### src/rtl/imm_gen_stage_pkg.sv
// Shared opcode constants and immediate-format codes for the immediate generator stage.
package imm_gen_stage_pkg;

    typedef enum logic [2:0] {
        IMM_NONE = 3'd0,
        IMM_I    = 3'd1,
        IMM_S    = 3'd2,
        IMM_B    = 3'd3,
        IMM_U    = 3'd4,
        IMM_J    = 3'd5,
        IMM_Z    = 3'd6,
        IMM_SH   = 3'd7
    } imm_type_e;

    localparam logic [6:0] OPC_LOAD      = 7'b0000011;
    localparam logic [6:0] OPC_OP_IMM    = 7'b0010011;
    localparam logic [6:0] OPC_AUIPC     = 7'b0010111;
    localparam logic [6:0] OPC_OP_IMM_32 = 7'b0011011;
    localparam logic [6:0] OPC_STORE     = 7'b0100011;
    localparam logic [6:0] OPC_LUI       = 7'b0110111;
    localparam logic [6:0] OPC_BRANCH    = 7'b1100011;
    localparam logic [6:0] OPC_JALR      = 7'b1100111;
    localparam logic [6:0] OPC_JAL       = 7'b1101111;
    localparam logic [6:0] OPC_SYSTEM    = 7'b1110011;

endpackage

### src/rtl/imm_extract.sv
// Combinational immediate extraction: instruction word -> extended immediate, format and legality.
module imm_extract
    import imm_gen_stage_pkg::*;
#(
    parameter int XLEN = 32
) (
    input  logic [31:0]     instr,
    output logic [XLEN-1:0] imm,
    output imm_type_e       imm_type,
    output logic            illegal
);

    localparam bit IS64 = (XLEN == 64);

    logic [6:0]      opcode;
    logic [2:0]      funct3;
    logic [XLEN-1:0] imm_i;
    logic [XLEN-1:0] imm_s;
    logic [XLEN-1:0] imm_b;
    logic [XLEN-1:0] imm_u;
    logic [XLEN-1:0] imm_j;
    logic [XLEN-1:0] imm_z;
    logic [XLEN-1:0] shamt_w;
    logic [XLEN-1:0] shamt_x;

    assign opcode = instr[6:0];
    assign funct3 = instr[14:12];

    assign imm_i = XLEN'($signed(instr[31:20]));
    assign imm_s = XLEN'($signed({instr[31:25], instr[11:7]}));
    assign imm_b = XLEN'($signed({instr[31], instr[7], instr[30:25], instr[11:8], 1'b0}));
    assign imm_u = XLEN'($signed({instr[31:12], 12'b0}));
    assign imm_j = XLEN'($signed({instr[31], instr[19:12], instr[20], instr[30:21], 1'b0}));
    assign imm_z = XLEN'(instr[19:15]);

    // Word shifts only ever take 5 bits; full-width shifts take bit 25 too on RV64.
    assign shamt_w = XLEN'(instr[24:20]);
    assign shamt_x = XLEN'({IS64 & instr[25], instr[24:20]});

    always_comb begin
        imm      = '0;
        imm_type = IMM_NONE;
        illegal  = 1'b0;
        unique case (opcode)
            OPC_LOAD, OPC_JALR: begin
                imm      = imm_i;
                imm_type = IMM_I;
            end
            OPC_OP_IMM: begin
                if (funct3[1:0] == 2'b01) begin
                    if (!IS64 && instr[25]) begin
                        illegal = 1'b1;
                    end else begin
                        imm      = shamt_x;
                        imm_type = IMM_SH;
                    end
                end else begin
                    imm      = imm_i;
                    imm_type = IMM_I;
                end
            end
            OPC_OP_IMM_32: begin
                if (!IS64 || (funct3[1:0] == 2'b01 && instr[25])) begin
                    illegal = 1'b1;
                end else if (funct3[1:0] == 2'b01) begin
                    imm      = shamt_w;
                    imm_type = IMM_SH;
                end else begin
                    imm      = imm_i;
                    imm_type = IMM_I;
                end
            end
            OPC_STORE: begin
                imm      = imm_s;
                imm_type = IMM_S;
            end
            OPC_BRANCH: begin
                imm      = imm_b;
                imm_type = IMM_B;
            end
            OPC_JAL: begin
                imm      = imm_j;
                imm_type = IMM_J;
            end
            OPC_LUI, OPC_AUIPC: begin
                imm      = imm_u;
                imm_type = IMM_U;
            end
            OPC_SYSTEM: begin
                if (funct3[2]) begin
                    imm      = imm_z;
                    imm_type = IMM_Z;
                end
            end
            default: begin
                illegal = 1'b1;
            end
        endcase
    end

endmodule

### src/rtl/imm_gen_stage.sv
// Pipelined immediate generator: valid/ready stage with an output register plus one skid entry.
module imm_gen_stage
    import imm_gen_stage_pkg::*;
#(
    parameter int XLEN  = 32,
    parameter int TAG_W = 32
) (
    input  logic             i_clk,
    input  logic             i_rst_n,
    input  logic             i_flush,
    input  logic             i_valid,
    output logic             o_ready,
    input  logic [31:0]      i_instr,
    input  logic [TAG_W-1:0] i_tag,
    output logic             o_valid,
    input  logic             i_ready,
    output logic [XLEN-1:0]  o_imm,
    output logic [2:0]       o_imm_type,
    output logic             o_illegal,
    output logic [TAG_W-1:0] o_tag
);

    logic [XLEN-1:0]  ext_imm;
    imm_type_e        ext_type;
    logic             ext_illegal;

    logic             out_valid_reg;
    logic [XLEN-1:0]  out_imm_reg;
    logic [2:0]       out_type_reg;
    logic             out_illegal_reg;
    logic [TAG_W-1:0] out_tag_reg;

    logic             skid_valid_reg;
    logic [XLEN-1:0]  skid_imm_reg;
    logic [2:0]       skid_type_reg;
    logic             skid_illegal_reg;
    logic [TAG_W-1:0] skid_tag_reg;

    imm_extract #(
        .XLEN (XLEN)
    ) u_extract (
        .instr    (i_instr),
        .imm      (ext_imm),
        .imm_type (ext_type),
        .illegal  (ext_illegal)
    );

    // Ready depends only on skid state, so downstream ready never reaches upstream combinationally.
    assign o_ready    = !skid_valid_reg;
    assign o_valid    = out_valid_reg;
    assign o_imm      = out_imm_reg;
    assign o_imm_type = out_type_reg;
    assign o_illegal  = out_illegal_reg;
    assign o_tag      = out_tag_reg;

    always_ff @(posedge i_clk or negedge i_rst_n) begin
        if (!i_rst_n) begin
            out_valid_reg    <= 1'b0;
            out_imm_reg      <= '0;
            out_type_reg     <= '0;
            out_illegal_reg  <= 1'b0;
            out_tag_reg      <= '0;
            skid_valid_reg   <= 1'b0;
            skid_imm_reg     <= '0;
            skid_type_reg    <= '0;
            skid_illegal_reg <= 1'b0;
            skid_tag_reg     <= '0;
        end else if (i_flush) begin
            out_valid_reg  <= 1'b0;
            skid_valid_reg <= 1'b0;
        end else if (skid_valid_reg) begin
            // Skid full implies output full and input blocked; drain skid on output transfer.
            if (i_ready) begin
                out_imm_reg     <= skid_imm_reg;
                out_type_reg    <= skid_type_reg;
                out_illegal_reg <= skid_illegal_reg;
                out_tag_reg     <= skid_tag_reg;
                skid_valid_reg  <= 1'b0;
            end
        end else if (!out_valid_reg || i_ready) begin
            out_valid_reg <= i_valid;
            if (i_valid) begin
                out_imm_reg     <= ext_imm;
                out_type_reg    <= ext_type;
                out_illegal_reg <= ext_illegal;
                out_tag_reg     <= i_tag;
            end
        end else if (i_valid) begin
            skid_imm_reg     <= ext_imm;
            skid_type_reg    <= ext_type;
            skid_illegal_reg <= ext_illegal;
            skid_tag_reg     <= i_tag;
            skid_valid_reg   <= 1'b1;
        end
    end

endmodule

### config.mk
export PLATFORM = sky130hd
export DESIGN_NAME = imm_gen_stage
export DESIGN_NICKNAME = d
export VERILOG_FILES = /design/src/rtl/imm_gen_stage_pkg.sv /design/src/rtl/imm_extract.sv /design/src/rtl/imm_gen_stage.sv
export SDC_FILE = /design/constraint.sdc
export NUM_CORES = 1
export LEC_CHECK = 0
export ABC_AREA = 1
export BUFFER_PORTS_ARGS = -buffer_cell sky130_fd_sc_hd__buf_2
export CORE_MARGIN = 2
export CORE_UTILIZATION = 50
export CTS_CLUSTER_DIAMETER = 30
export DETAILED_ROUTE_END_ITERATION = 6
export PLACE_DENSITY = 0.74
export SLEW_MARGIN = 0
export SYNTH_ARGS = -nofsm -noshare
export SYNTH_HDL_FRONTEND = slang
export SYNTH_SLANG_ARGS = --single-unit
### constraint.sdc
create_clock -name i_clk -period 2.76 [get_ports i_clk]
set_clock_uncertainty 0.2 [all_clocks]
set_input_delay 0.414 -clock i_clk [delete_from_list [all_inputs] [get_ports i_clk]]
set_output_delay 0.414 -clock i_clk [all_outputs]
set_load 0.03 [all_outputs]
==> report_table.html <==
<table>
<tr><th>Metric</th><th>Value</th></tr>
<tr><th colspan="2">Run status</th></tr>
<tr><td>Outcome</td><td>finished clean</td></tr>
<tr><th colspan="2">Worst setup path</th></tr>
<tr><td>Endpoint arrival time on the critical path</td><td>around 1.7 ns</td></tr>
<tr><td>Top fanout value on the critical path</td><td>22</td></tr>
<tr><td>Critical path required time</td><td>~2.2 ns</td></tr>
<tr><td>CP Capture Type</td><td>primary output</td></tr>
<tr><td>WS Path Type</td><td>reg -&gt; out</td></tr>
<tr><td>Setup crit start kind</td><td>register</td></tr>
<tr><th colspan="2">Clocking</th></tr>
<tr><td>Hold-fix buffers, CTS</td><td>6</td></tr>
<tr><td>Post-cts resize count</td><td>0</td></tr>
<tr><td>Clock buffer count from CTS</td><td>17</td></tr>
<tr><td>Setup Buffers After CTS</td><td>0</td></tr>
<tr><td>Cell chosen for the clock root</td><td>sky130_fd_sc_hd__clkbuf_16</td></tr>
<tr><td>Number of clock sinks</td><td>roughly 140</td></tr>
<tr><td>Clock edge transition at the registers on the reported setup and hold paths</td><td>about 0.06 ns</td></tr>
<tr><td>CTS Buffer Depth</td><td>2</td></tr>
<tr><td>Clock tree from TritonCTS</td><td>built</td></tr>
<tr><td>Number of levels the H-tree was split into</td><td>4</td></tr>
<tr><td>Clock latency at the later pin of the worst-skew pair</td><td>0.42 ns</td></tr>
<tr><th colspan="2">Timing</th></tr>
<tr><td>Slew @ Worst Pin</td><td>0.642 ns</td></tr>
<tr><td>Setup tns final</td><td>0 ns</td></tr>
<tr><td>Min cycle time layout</td><td>approximately 2.3 ns</td></tr>
<tr><td>Number of max-slew violations in the final report</td><td>0</td></tr>
<tr><td>Setup Viol. Count Final</td><td>0</td></tr>
<tr><td>Worst-case hold slack</td><td>between 0.01 and 0.015 ns</td></tr>
<tr><td>Fin. Hold Viols</td><td>0</td></tr>
<tr><td>RSZ-0062 raised after global routing</td><td>false</td></tr>
<tr><td>Relative slew margins</td><td>0.572</td></tr>
<tr><td>Top achievable clock speed</td><td>about 0.44 GHz</td></tr>
<tr><td>Ratio of final minimum period to clock period</td><td>0.830</td></tr>
<tr><th colspan="2">Floorplan</th></tr>
<tr><td>Vert. Die Dim</td><td>about 120 µm</td></tr>
<tr><td>Area enclosed by the die boundary</td><td>about 0.015 mm²</td></tr>
<tr><td>Die width</td><td>~120 µm</td></tr>
<tr><td>Ports placed on the boundary</td><td>~140</td></tr>
<tr><td>Standard cell core area</td><td>~0.013 mm²</td></tr>
<tr><td>Std cell rows</td><td>42</td></tr>
<tr><td>Effective utilization at floorplan</td><td>0.513</td></tr>
<tr><th colspan="2">Place</th></tr>
<tr><td>Routability congestion estimate from global placement</td><td>~0.9</td></tr>
<tr><td># placed instances</td><td>roughly 1.2k</td></tr>
<tr><td>Number of buffers added on ports</td><td>between 100 and 150</td></tr>
<tr><td>Half-perimeter wire length after detailed placement</td><td>between 10000 and 15000 µm</td></tr>
<tr><th colspan="2">Detailed routing</th></tr>
<tr><td>Detailed-route DRC error count</td><td>0</td></tr>
<tr><td>Average routed wire per standard cell</td><td>14.0 µm</td></tr>
<tr><td>Drt total wl</td><td>17300 µm</td></tr>
<tr><td>DRC marker count from the first detailed-route iteration</td><td>~570</td></tr>
<tr><td>Vias</td><td>6481</td></tr>
<tr><td>First-pass DRT Iterations</td><td>7</td></tr>
<tr><td>Number of antenna-violating nets in the routed design</td><td>0</td></tr>
<tr><td>Ratio of routed vias to standard cells</td><td>approximately 5.2</td></tr>
<tr><th colspan="2">Final layout</th></tr>
<tr><td>Fin cells</td><td>between 1k and 1.5k</td></tr>
<tr><td>P&amp;R area growth vs syn</td><td>21.9%</td></tr>
<tr><td>Most common cell after layout, fill and taps aside</td><td>sky130_fd_sc_hd__nand2_1</td></tr>
<tr><td>Layout fillers</td><td>1204</td></tr>
<tr><td>Proportion of layout cells with a drive suffix above 1</td><td>0.189</td></tr>
<tr><td>Final antenna diode count</td><td>0</td></tr>
<tr><td>Commonest cells after routing, fill and taps aside</td><td>sky130_fd_sc_hd__nand2_1 (323), sky130_fd_sc_hd__nor2_1 (159), sky130_fd_sc_hd__dfrtp_1 (138)</td></tr>
<tr><td>Final layout net count</td><td>roughly 1.1k</td></tr>
<tr><th colspan="2">Power</th></tr>
<tr><td>Worst vdd rail ir drop</td><td>about 0.00049 V</td></tr>
<tr><td>Power density over the cells</td><td>721 mW/mm²</td></tr>
<tr><td>Static leakage</td><td>between 4 and 5 nW</td></tr>
<tr><th colspan="2">Run</th></tr>
<tr><td>Max-cap check violation count</td><td>0</td></tr>
<tr><th colspan="2">Logic synthesis</th></tr>
<tr><td>Netlist Area Pre-Place</td><td>roughly 0.007 mm²</td></tr>
<tr><td>Average cell area after synthesis</td><td>roughly 7.4 µm²</td></tr>
<tr><td>Sequential fraction of the synthesis area</td><td>0.506</td></tr>
<tr><td>Number of distinct library cells after synthesis</td><td>24</td></tr>
<tr><td>Yosys warns</td><td>0</td></tr>
<tr><td>Total of flip-flops plus latches after synthesis</td><td>between 100 and 150</td></tr>
<tr><td>Count of mapped cells out of synthesis</td><td>slightly above 900</td></tr>
<tr><td>Net count after synthesis</td><td>slightly below 1k</td></tr>
<tr><th colspan="2">GRT</th></tr>
<tr><td>Initial antenna violation count</td><td>0</td></tr>
<tr><td>GR Util All Layers</td><td>0.246</td></tr>
<tr><td>Pin count of the biggest net entering global routing</td><td>just under 70</td></tr>
<tr><td>GR Overflow Total</td><td>0</td></tr>
<tr><td>Number of global-route vias before repair</td><td>slightly below 6k</td></tr>
<tr><td>Global-route wire length before repair</td><td>roughly 29000 µm</td></tr>
<tr><th colspan="2">Min path</th></tr>
<tr><td>Worst hold path type</td><td>in -&gt; reg</td></tr>
</table>
per-layer routing:
layer / track usage / vias up / share of wire / routed length (µm)
li1: - / 3199 / - / -
met1: 0.344 / 3009 / 0.45 / 7810
met2: 0.377 / 240 / 0.46 / 7910
met3: 0.0533 / 33 / 0.067 / 1150
met4: 0.0894 / 0 / 0.023 / 391
met5: 0 / - / 0 / 0
synthesized netlist by cell type, drive strengths merged:
| master | instances | area (µm²) |
|---|---|---|
| or2 | 1 | 6.26 |
| nand4 | 7 | 43.8 |
| o21ai | 28 | 140 |
| nor3 | 2 | 15.0 |
| nand2 | 327 | 1230 |
| o22ai | 1 | 6.26 |
| dfrtp | 138 | 3450 |
| clkbuf | 18 | 67.6 |
| buf | 39 | 209 |
| nand3 | 63 | 315 |
| nor2 | 162 | 621 |
| a21oi | 28 | 148 |
| o21bai | 1 | 7.51 |
| a31oi | 59 | 369 |
| inv | 50 | 188 |
through the flow:
step | utilization | setup slack, ns | power, mW | instance area, µm²
floorplan | - | 0.909 | 3.31 | 6820
global placement | 0.576 | 0.581 | 3.67 | 7650
detailed placement | 0.576 | 0.543 | 3.70 | 7650
CTS | 0.626 | 0.455 | 6.04 | 8320
global route | 0.626 | 0.345 | 6.30 | 8320
finish | 0.626 | 0.470 | 6.00 | 8320
layout make-up:
class                           instances  area, µm²  area share
Inverter                               50        188      0.0226
Tap cell                              176        220      0.0265
Clock inverter                          5       82.6     0.00992
Timing Repair Buffer                  162        942       0.113
Multi-Input combinational cell        679       2910       0.350
Clock buffer                           25        526      0.0632
Sequential cell                       138       3450       0.415
path summary, 6_finish.rpt:
kind / startpoint / end / slack, ns / depth (start not counted)
min in group asynchronous: i_rst_n / skid_imm_reg[3] / 0.32 / 2
setup / recovery: skid_valid_reg / o_ready / 0.47 / 3
hold / removal: i_tag[3] / skid_tag_reg[3] / 0.01 / 3
max in group asynchronous: i_rst_n / o_imm[8] / 1.37 / 3
setup reg to reg: skid_valid_reg / o_tag[8] / 0.55 / 8
hold reg to reg: o_imm[9] / o_imm[9] / 0.27 / 2
critical path: stages (launching register included):
cell	delay, ns
sky130_fd_sc_hd__dfrtp_1	0.38
sky130_fd_sc_hd__inv_2	0.32
sky130_fd_sc_hd__buf_4	0.31
sky130_fd_sc_hd__buf_2	0.24
cell families (layout without fill, tap and decap cells):
family | Yosys count | count (layout) | share of synthesized area
and+or+nand+nor | 562 | 562 | 0.328
DFF | 138 | 138 | 0.506
AOI/OAI and AO/OA | 117 | 117 | 0.0983
buffers and inverters | 107 | 242 | 0.0680
report_power, final:
group | switching, mW | internal [mW]
logic | 0.720 | 0.370
clock network | 0.828 | 1.49
registers | 0.191 | 2.40
Power figures use the tool's default switching activity.
